<file path="src/rtl/wb_master_if_pkg.sv">
// Shared types and constants for the Wishbone initiator.
//   wb_state_e : initiator FSM states (encodings fixed for waveform/debug tools)
//   wb_req_t   : latched bus request driven onto the wb_* outputs
package wb_master_if_pkg;

  localparam logic        RST_ENABLE = 1'b0;
  localparam logic [31:0] ZERO_WORD  = 32'h0000_0000;
  localparam int unsigned CNT_W      = 16;

  typedef enum logic [1:0] {
    WB_IDLE       = 2'b00,
    WB_BUSY       = 2'b01,
    WB_WAIT_STALL = 2'b10
  } wb_state_e;

  typedef struct packed {
    logic        we;
    logic [31:0] adr;
    logic [3:0]  sel;
    logic [31:0] dat;
  } wb_req_t;

endpackage

</file>
<file path="src/rtl/wb_master_if.sv">
// Wishbone classic single-access initiator for one MiniMIPS32 memory port.
// A one-cycle CPU request is latched onto the bus; the pipeline is held with
// stall_o until ack, timeout or flush. Read data arriving while the pipeline
// is stalled elsewhere is parked in rd_buf and presented from WAIT_STALL.
//   wb_clk_i / wb_rst_i     : clock, synchronous active-low reset
//   cpu_ce/we/addr/sel/data : CPU request (valid for one cycle in IDLE)
//   cpu_data_o, stall_o     : read data and stall request back to the pipeline
//   err_o                   : one-cycle pulse after a timeout abort
//   stall_i, flush_i        : pipeline stalled elsewhere / pipeline flush
//   wb_*                    : Wishbone initiator signals
module wb_master_if
  import wb_master_if_pkg::*;
#(
  parameter int unsigned TIMEOUT = 16
) (
  input  logic        wb_clk_i,
  input  logic        wb_rst_i,
  input  logic        cpu_ce_i,
  input  logic        cpu_we_i,
  input  logic [31:0] cpu_addr_i,
  input  logic [3:0]  cpu_sel_i,
  input  logic [31:0] cpu_data_i,
  output logic [31:0] cpu_data_o,
  output logic        stall_o,
  output logic        err_o,
  input  logic        stall_i,
  input  logic        flush_i,
  output logic        wb_cyc_o,
  output logic        wb_stb_o,
  output logic        wb_we_o,
  output logic [31:0] wb_adr_o,
  output logic [31:0] wb_dat_o,
  output logic [3:0]  wb_sel_o,
  input  logic [31:0] wb_dat_i,
  input  logic        wb_ack_i
);

  localparam logic [CNT_W-1:0] CNT_LAST = CNT_W'(TIMEOUT - 1);
  localparam logic [CNT_W-1:0] CNT_MAX  = '1;

  wb_state_e        state_q, state_d;
  wb_req_t          req_q, req_d;
  logic             cyc_q, cyc_d;
  logic [31:0]      rd_buf_q, rd_buf_d;
  logic [CNT_W-1:0] cnt_q, cnt_d;
  logic             err_q, err_d;

  always_ff @(posedge wb_clk_i) begin
    if (wb_rst_i == RST_ENABLE) begin
      state_q  <= WB_IDLE;
      req_q    <= '0;
      cyc_q    <= 1'b0;
      rd_buf_q <= ZERO_WORD;
      cnt_q    <= '0;
      err_q    <= 1'b0;
    end else begin
      state_q  <= state_d;
      req_q    <= req_d;
      cyc_q    <= cyc_d;
      rd_buf_q <= rd_buf_d;
      cnt_q    <= cnt_d;
      err_q    <= err_d;
    end
  end

  always_comb begin
    state_d    = state_q;
    req_d      = req_q;
    cyc_d      = cyc_q;
    rd_buf_d   = rd_buf_q;
    cnt_d      = cnt_q;
    err_d      = 1'b0;
    stall_o    = 1'b0;
    cpu_data_o = ZERO_WORD;

    case (state_q)
      WB_IDLE: begin
        // The err_o cycle belongs to the aborted access: a new request is
        // held off for that one cycle so err_o never overlaps stall_o.
        // Nothing is accepted while reset is asserted either.
        if (cpu_ce_i && !flush_i && !err_q && (wb_rst_i != RST_ENABLE)) begin
          stall_o   = 1'b1;
          req_d.we  = cpu_we_i;
          req_d.adr = cpu_addr_i;
          req_d.sel = cpu_sel_i;
          req_d.dat = cpu_data_i;
          cyc_d     = 1'b1;
          cnt_d     = '0;
          state_d   = WB_BUSY;
        end
      end

      WB_BUSY: begin
        stall_o = 1'b1;
        cnt_d   = (cnt_q == CNT_MAX) ? cnt_q : cnt_q + 1'b1;
        // Priority: flush, then ack, then timeout.
        if (flush_i) begin
          stall_o  = 1'b0;
          cyc_d    = 1'b0;
          cnt_d    = '0;
          rd_buf_d = ZERO_WORD;
          state_d  = WB_IDLE;
        end else if (wb_ack_i) begin
          stall_o    = 1'b0;
          cpu_data_o = req_q.we ? ZERO_WORD : wb_dat_i;
          rd_buf_d   = req_q.we ? ZERO_WORD : wb_dat_i;
          cyc_d      = 1'b0;
          state_d    = stall_i ? WB_WAIT_STALL : WB_IDLE;
        end else if (cnt_q == CNT_LAST) begin
          stall_o = 1'b0;
          cyc_d   = 1'b0;
          cnt_d   = '0;
          err_d   = 1'b1;
          state_d = WB_IDLE;
        end
      end

      WB_WAIT_STALL: begin
        cpu_data_o = rd_buf_q;
        if (flush_i) begin
          rd_buf_d = ZERO_WORD;
          state_d  = WB_IDLE;
        end else if (!stall_i) begin
          state_d = WB_IDLE;
        end
      end

      default: state_d = WB_IDLE;
    endcase
  end

  // cyc and stb are the same flop: single accesses only, no wait-stated stb.
  assign wb_cyc_o = cyc_q;
  assign wb_stb_o = cyc_q;
  assign wb_we_o  = req_q.we;
  assign wb_adr_o = req_q.adr;
  assign wb_dat_o = req_q.dat;
  assign wb_sel_o = req_q.sel;
  assign err_o    = err_q;

endmodule
</file>
<file path="config.mk">
export PLATFORM = sky130hd
export DESIGN_NAME = wb_master_if
export DESIGN_NICKNAME = d
export VERILOG_FILES = /design/src/rtl/wb_master_if_pkg.sv /design/src/rtl/wb_master_if.sv
export SDC_FILE = /design/constraint.sdc
export NUM_CORES = 1
export LEC_CHECK = 0
export CORE_MARGIN = 8
export CORE_UTILIZATION = 47
export DETAILED_ROUTE_END_ITERATION = 8
export PLACE_DENSITY = 0.86
export SLEW_MARGIN = 30
export SYNTH_ARGS = -nofsm -noshare
export SYNTH_HDL_FRONTEND = slang
export SYNTH_SLANG_ARGS = --single-unit
</file>
<file path="constraint.sdc">
create_clock -name wb_clk_i -period 3.24 [get_ports wb_clk_i]
set_input_delay 0.81 -clock wb_clk_i [delete_from_list [all_inputs] [get_ports wb_clk_i]]
set_output_delay 0.81 -clock wb_clk_i [all_outputs]
set_load 0.01 [all_outputs]
</file>
==> results by group <==
Clock network
  – Clock sink count: 121
  – Clock Latency Late Sink: 520 ps
  – CTS buffer count: 17
  – CTS tree: built
  – Number of hold buffers added after CTS: 0
  – CTS H-tree lvls: 4
  – Clock transition at the registers of the reported paths: 50 ps
  – Clk root buf: clkbuf_8
  – Clk buf depth: 2

STA
  – Slew @ Worst Pin: 872.3 ps
  – Unrepaired setup endpoints after global routing: yes
  – Min cycle time layout: 3250 ps
  – Final setup skew: 4.102 ps
  – Fin Hold WS: 451.8 ps
  – Worst setup margin: -10.32 ps
  – Fmax: 0.3077 GHz
  – Hold Violations, Final: 0
  – Post-route clock period utilization: 1.003
  – Final setup fails: 2
  – Slew Limit Headroom: 0.4185
  – Max-slew violations: 0

Yosys
  – Synth warn: 0
  – Yosys top cell by area: dfxtp_1
  – Post-Syn Area: 5283 um^2
  – Synth top area share: 0.4586
  – Mean area per synthesized cell: 7.780 um^2
  – Complex-gate fraction of the synthesized area: 0.2011
  – Synth area leaders: dfxtp_1, nand2_1, a21oi_1
  – Synth Net Count: 790
  – Adder-cell share of the synthesized area: 0.009474
  – Synth async-reset ratio: 0
  – Post-Synthesis Cells: 679
  – Synth unique cells: 51
  – Combinational family with the most area after synthesis: simple AND/OR/NAND/NOR gates
  – Multiplexer share of the synthesized area: 0.001895
  – Main synth FF type: dfxtp_1
  – Synth Area in XOR/XNOR: 0
  – Flops & latches, synth: 121
  – Simple-Gate Fraction of Synth Area: 0.2771
  – Sequential share of the synthesized area: 0.4586
  – Number of flops mapped to enable cells by yosys: 0

Global route
  – Grt ovf: 0
  – All-Layer GR Usage: 0.2409
  – Initial antenna violation count: 1
  – First-pass GRT wire length: 28.33 mm
  – Largest net degree at the start of global routing: 112
  – Vias in the first global route: 5658

Critical path
  – Crit path launch type: input pin
  – Buf+Inv Stages, Crit Path: 3
  – Slowest cell on crit path: clkdlybuf4s50_1
  – Crit-path cells: clkdlybuf4s50_1, and2b_2, nand2_2, nor2_4, clkbuf_16, a22oi_1, nor2b_1, clkdlybuf4s15_1
  – CP endpoint kind: output port
  – Critical Path AT: 2440 ps
  – Critical path class: in2out
  – Critical Path Start: flush_i
  – Worst Path Required: 2430 ps
  – Max FO, Critical Path: 16
  – Reg-to-reg startpoint: state_q[0]
  – CP peak stage delay: 510 ps
  – Cell family with most CP delay: buffers and inverters

Detailed routing
  – Final antenna-violating net count: 0
  – Starting DRT DRC Count: 523
  – DRT Pass-1 Iters: 6
  – Via count: 5762
  – Routed WL: 18.51 mm
  – DRC: 0
  – Wire per inst: 18.03 um
  – Vias per cell: 5.611

Floorplanning
  – Initial Util: 0.4852
  – Core region area: 10890 um^2
  – Die Ht: 122.0 um
  – Chip width: 122.0 um
  – I/O pin total: 212
  – Row count: 38
  – Die area: 14890 um^2

Place
  – PortBufs: 211
  – Routability cong.: 0.9169
  – DP HPWL: 12.98 mm
  – Placed cell areas: 7528 um^2

Worst hold path
  – Hold Startpoint: wb_dat_o[29]
  – Worst hold path type: reg2reg

Finish
  – Layout cells sized above 1: 0.08804
  – Synth-to-layout area growth: 52.01%
  – Fillers: 764
  – Final Cell Area: 8030 um^2
  – Nets: 987

Run status
  – Status: finished with violations
  – Failing checks: setup timing

Power and ir drop
  – LEAKAGE: 2.769 nW
  – Tot Pwr: 3.605 mW
  – Peak VDD IR: 0.4573 mV
  – Cell area power density: 448.9 nW/um^2

Job
  – # Max-Cap Violations: 0
worst min-delay path, cell delays in order, from the launching register on:
cell and delay, ps:
dfxtp_1 300, nand2_1 50, a21oi_1 50
cells in the final DEF (no fill, tap or decap), types with 9 or more instances in the layout:
| cell type | netlist | routed |
|---|---|---|
| clkdlybuf4s15_1 | 0 | 14 |
| dfxtp_1 | 121 | 121 |
| nand2_1 | 189 | 187 |
| nor2b_1 | 34 | 34 |
| nand3_1 | 43 | 43 |
| clkbuf_2 | 0 | 11 |
| clkdlybuf4s50_1 | 0 | 178 |
| clkbuf_16 | 0 | 17 |
| a22oi_1 | 32 | 25 |
| nor2_1 | 10 | 9 |
| buf_4 | 2 | 15 |
| a21oi_1 | 115 | 115 |
cells in the mapped netlist, types with 3 or more instances:
cell and count:
a21oi_1 115, a22oi_1 32, a311oi_1 3, a31oi_1 4
and3_1 5, and4_1 4, buf_2 8, clkbuf_1 38
dfxtp_1 121, ha_1 4, inv_1 6, nand2_1 189
nand3_1 43, nand4_1 5, nor2_1 10, nor2b_1 34
nor3_1 8, nor4_1 3, o21ai_0 5, o22ai_1 4
cell families after synthesis:
| logic type | count (synthesis) |
|---|---|
| AO/OA/AOI/OAI | 180 |
| adder cells (fa/ha/maj) | 4 |
| buffers and inverters | 59 |
| flip-flops | 121 |
| multiplexers | 1 |
| AND/OR/NAND/NOR | 314 |
cell type report:
class,instances,area (um^2),area share
repair buffers,231,2256,0.2809
clock inverters,4,20.02,0.002493
flip-flops and latches,121,2422,0.3017
inverters,6,23.77,0.002960
clock buffers,25,474.2,0.05905
multi-input cells,499,2656,0.3308
well taps,140,175.2,0.02181
diodes,1,2.502,0.0003116
flip-flops by register name, indices dropped and copies added, names as in the netlist:
name / flops
wb_we_o: 1
wb_cyc_o: 1
err_o: 1
rd_buf_q: 32
wb_sel_o: 4
state_q: 2
wb_adr_o: 32
cnt_q: 16
wb_dat_o: 32
metal layers:
layer | GRT usage | up-vias | share of wire | routed length [um]
met1 | 0.2432 | 2682 | 0.35 | 6556
li1 | - | 2746 | - | -
met3 | 0.09255 | 59 | 0.090 | 1668
met5 | 0 | - | 0 | 0
met4 | 0.1311 | 0 | 0.042 | 784
met2 | 0.4213 | 275 | 0.51 | 9503
power by group:
group | internal (mW) | switching, mW
clock network | 0.980 | 0.611
registers | 1.53 | 0.0246
logic | 0.242 | 0.215
stage by stage:
step / utilization / worst slack [ps] / setup TNS, ps / cells
floorplan: - / 593.2 / 0 / 679
global route: 0.7375 / -90.10 / -1045 / 1027
finish: 0.7375 / -10.32 / -15.97 / 1027
detailed placement: 0.6915 / -295.3 / -7494 / 996
global placement: 0.6904 / -253.0 / -6969 / 996
CTS: 0.7336 / 6.063 / 0 / 1025
worst paths after layout:
check              endpoint  slack (ps)  depth (start not counted)
max reg2reg    rd_buf_q[13]        1020                          7
max          cpu_data_o[15]         -10                          8
min reg2reg    wb_dat_o[29]         450                          2
min            wb_dat_o[29]         450                          2
timing repair:
action / CTS / global route
gates resized for setup: 37 / 42
setup buffers: 0 / 0
endpoints found under the setup margin: 33 / 30
cloned: 0 / 1
Note: power is estimated with default switching activity, not from simulation.
